**src/rtl/instruction_fetch_unit.sv**
```systemverilog
// Fetch controller between the PC and decode: issues an imem read, waits MEM_LATENCY cycles, captures, pulses pc_up.
// One word per MEM_LATENCY+2 cycles; holds instr_valid with no reads or PC pulses while instr_ready is low.
module instruction_fetch_unit #(
  parameter int          INSTR_W     = 16,
  parameter int          MEM_ADDR_W  = 8,
  parameter int          MEM_LATENCY = 1,
  parameter logic [3:0]  HALT_OPCODE = 4'hF
) (
  input  logic                  clock,
  input  logic                  clear_n,
  input  logic                  start,
  input  logic [15:0]           pc_address,
  output logic                  pc_clear,
  output logic                  pc_up,
  output logic                  imem_rd,
  output logic [MEM_ADDR_W-1:0] imem_addr,
  input  logic [INSTR_W-1:0]    imem_rdata,
  output logic [INSTR_W-1:0]    instr,
  output logic [15:0]           instr_addr,
  output logic                  instr_valid,
  input  logic                  instr_ready,
  output logic                  halted
);

  typedef enum logic [2:0] {IDLE, PCCLR, ISSUE, WAIT, HOLD, HALTED} state_t;

  state_t     state;
  logic [2:0] lat_cnt;
  logic       rdata_is_halt;
  logic       held_is_halt;

  assign imem_addr     = pc_address[MEM_ADDR_W+1:2];
  assign rdata_is_halt = (imem_rdata[INSTR_W-1 -: 4] == HALT_OPCODE);
  assign held_is_halt  = (instr[INSTR_W-1 -: 4] == HALT_OPCODE);

  // pc_up must follow the opcode arriving this cycle, so it cannot be a flop
  assign pc_up = (state == WAIT) && (lat_cnt == 3'd1) && !rdata_is_halt;

  always_ff @(posedge clock or negedge clear_n) begin
    if (!clear_n) begin
      state       <= IDLE;
      lat_cnt     <= '0;
      pc_clear    <= 1'b0;
      imem_rd     <= 1'b0;
      instr       <= '0;
      instr_addr  <= '0;
      instr_valid <= 1'b0;
      halted      <= 1'b0;
    end else begin
      pc_clear <= 1'b0;
      imem_rd  <= 1'b0;
      case (state)
        IDLE: begin
          if (start) begin
            state    <= PCCLR;
            pc_clear <= 1'b1;
          end
        end
        PCCLR: begin
          state   <= ISSUE;
          imem_rd <= 1'b1;
        end
        ISSUE: begin
          instr_addr <= pc_address;
          lat_cnt    <= 3'(MEM_LATENCY);
          state      <= WAIT;
        end
        WAIT: begin
          lat_cnt <= lat_cnt - 3'd1;
          if (lat_cnt == 3'd1) begin
            instr       <= imem_rdata;
            instr_valid <= 1'b1;
            state       <= HOLD;
          end
        end
        HOLD: begin
          if (instr_ready) begin
            instr_valid <= 1'b0;
            if (held_is_halt) begin
              state  <= HALTED;
              halted <= 1'b1;
            end else begin
              state   <= ISSUE;
              imem_rd <= 1'b1;
            end
          end
        end
        HALTED: state <= HALTED;
        default: state <= IDLE;
      endcase
    end
  end

endmodule

```
**config.mk**
```make
export PLATFORM = sky130hd
export DESIGN_NAME = instruction_fetch_unit
export DESIGN_NICKNAME = d
export VERILOG_FILES = /design/src/rtl/instruction_fetch_unit.sv
export SDC_FILE = /design/constraint.sdc
export NUM_CORES = 1
export LEC_CHECK = 0
export CORE_ASPECT_RATIO = 0.8
export CORE_MARGIN = 4
export CORE_UTILIZATION = 44
export CTS_CLUSTER_DIAMETER = 80
export DETAILED_ROUTE_END_ITERATION = 7
export GPL_ROUTABILITY_DRIVEN = 0
export MAX_ROUTING_LAYER = met4
export PLACE_DENSITY = 0.86
export SYNTH_ARGS = -nofsm -noshare
export SYNTH_HDL_FRONTEND = slang
export SYNTH_SLANG_ARGS = --single-unit
```
**constraint.sdc**
```tcl
create_clock -name clock -period 3.1 [get_ports clock]
set_clock_uncertainty 0.15 [all_clocks]
set_input_delay 0.93 -clock clock [delete_from_list [all_inputs] [get_ports clock]]
set_output_delay 0.93 -clock clock [all_outputs]
set_load 0.03 [all_outputs]
```
==> key figures <==
Run status
  • Outcome: complete, no violations

Global routing
  • GRT Overall Usage: 0.1776
  • Largest net degree at the start of global routing: 43
  • GRT Residual Overflow: 0
  • Number of global-route vias before repair: 1,370
  • First-pass GRT wire length: 6.789 mm
  • Antenna violations before repair: 0

Logic synthesis
  • Synth Flop Type: dfrtp_1
  • Post-synth ARST share: 1.000
  • Post-synth net total: 167
  • Mean Syn Cell Area: 13.80 um2
  • Sequential fraction of the synthesis area: 0.5903
  • Post-synth EDFFs: 0
  • Synth top area share: 0.5903
  • Yosys warnings: 0
  • Synth unique cells: 30
  • Post-synth top cells: dfrtp_1, mux2_2, buf_4
  • Most area-consuming cells after synthesis: dfrtp_1, mux2_2, mux2_1
  • #FFs+latches synth: 42
  • Top-count cell post-synth: dfrtp_1
  • Netlist Area Pre-Place: 1780 um2
  • Cell count after synthesis: 129
  • Area leader, netlist: dfrtp_1

Floorplanning
  • CORE AREA: 3854 um2
  • Io pins: 81
  • Die W: 79.12 um
  • Site row count: 20
  • Initial Utilization: 0.4620
  • Die area: 5134 um2
  • DIE HEIGHT: 64.90 um

STA
  • Final worst path period share: 0.9141
  • Min Tclk post-route: 2834 ps
  • Final hold viol count: 0
  • Slew Limit Headroom: 0.4001
  • RSZ-0062 raised after global routing: false
  • Max frequency: 352.9 MHz
  • Final setup TNS: 0 ps
  • Worst slew pin tran: 899.8 ps
  • Final setup fails: 0
  • Pins Over Slew Limit: 0

Power
  • Peak VDD IR: 645.4 uV
  • P_leak: 1.104 nW
  • Cell Pwr Density: 1131 nW/um2
  • Final Power: 2.967 mW

Layout
  • Number of diodes: 0
  • Post-Layout Cell Count: 259
  • Area delta synth->final: 47.36%
  • Layout cells sized above 1: 0.2157
  • Post-Route Utilization: 0.6808
  • Final-stage net count: 241

Job
  • Max cap viols: 0

Clocking
  • Reg clk slew, reported paths: 80 ps
  • CTS tree: yes
  • Post-CTS Resized: 0
  • TritonCTS Buffers: 5
  • CTS max path bufs: 2
  • # H-tree levels: 2
  • Clk_lat worst skew: 290 ps
  • Number of setup buffers added after CTS: 0
  • Clock root cell: clkbuf_8
  • Hold buffer count at CTS: 0
  • CTS sink count: 42

Routing
  • Vias/cell: 4.857
  • DR vias: 1,258
  • Number of DRC markers in iteration 0: 77
  • Drt drc: 0
  • Detailed-route wire length: 4.065 mm
  • Routed length per instance: 15.69 um
  • Final ANT Viol Nets: 0
  • Drt pass-1 iters: 4

Place
  • PortBufs: 80
  • DP Wirelength: 3.182 mm
  • Placed Cells: 251

Critical path
  • Required time of the critical path: 2020 ps
  • WS Path Type: in -> out
  • Critical path arrival: 1750 ps
  • CP Capture Type: output pin
  • Crit-path max FO: 2
  • CP startpoint kind: input pin

Worst hold path
  • Hold/Removal Path Class: reg -> reg
## metal layers
layer | track usage | share of wire
met5 | - | 0
met4 | 0.07082 | 0.015
met3 | 0.03889 | 0.029
met2 | 0.3004 | 0.56
met1 | 0.2072 | 0.40
## cell families (layout without fill, tap and decap cells)
kind of cell	Yosys count	count (layout)	share of synthesized area
mux	32	32	0.2024
flops	42	42	0.5903
compound gates	13	13	0.04779
simple gates	24	24	0.08644
buf+inv	16	91	0.05902
fa+ha+maj	2	2	0.01405
## state kept, by name, summed over array words and instances, names as in the netlist
register and flops:
state 3, instr_valid 1, instr_addr 16, pc_clear 1, imem_rd 1, instr 16
halted 1, lat_cnt 3
## power breakdown
part / internal (mW) / switching (mW)
clock network: 0.180 / 0.178
logic: 0.761 / 0.850
registers: 0.816 / 0.183
## path summary, 6_finish.rpt
kind / to / startpoint / slack, ps / cells after the start
max: pc_up / imem_rdata[14] / 270 / 3
min: lat_cnt[1] / lat_cnt[1] / 340 / 2
max reg2reg: instr_addr[2] / state[2] / 1220 / 3
min reg2reg: lat_cnt[1] / lat_cnt[1] / 340 / 2
max in group asynchronous: instr_valid / clear_n / 1620 / 1
min in group asynchronous: instr_addr[11] / clear_n / 610 / 1
## stage by stage
step	hold slack (ps)	instance area, um2	setup slack [ps]
3_5_place_dp	321.6	2532	262.8
3_3_place_gp	301.9	2532	281.7
4_1_cts	339.5	2624	258.4
5_1_grt	362.3	2624	222.5
6_report	335.3	2624	266.3
2_1_floorplan	299.8	1780	404.6
## worst max-delay path, stage by stage
cell	delay [ps]
clkdlybuf4s50_1	420
a41oi_1	220
buf_4	190
## layout make-up
cell class / instances / area (um2)
clock buffer: 7 / 86.33
clock inverter: 1 / 5.005
fill: 300 / 1230
inverter: 2 / 7.507
multi-input combinational: 71 / 624.3
sequential: 42 / 1051
tap: 55 / 68.82
timing repair buffer: 81 / 780.7
## placed cells by master, fill, tap and decap left out
cell type	count
or3_1	1
buf_4	10
a22o_1	1
a41o_1	1
nor3_1	1
a21oi_1	3
and4_1	1
a41oi_1	1
inv_1	2
nand3_1	1
clkdlybuf4s50_1	70
nor3b_1	1
nor4b_1	1
mux2_2	24
clkbuf_1	1
and4bb_1	1
nor2_1	2
and4b_1	1
nand2_2	1
nor2_4	1
o21ai_0	5
clkinv_2	1
a2111oi_0	1
o32ai_1	1
nor2b_1	1
nand2b_1	7
clkbuf_8	6
dfrtp_1	42
nand2_1	4
buf_2	1
ha_1	2
mux2_1	8
Power figures use the tool's default switching activity.
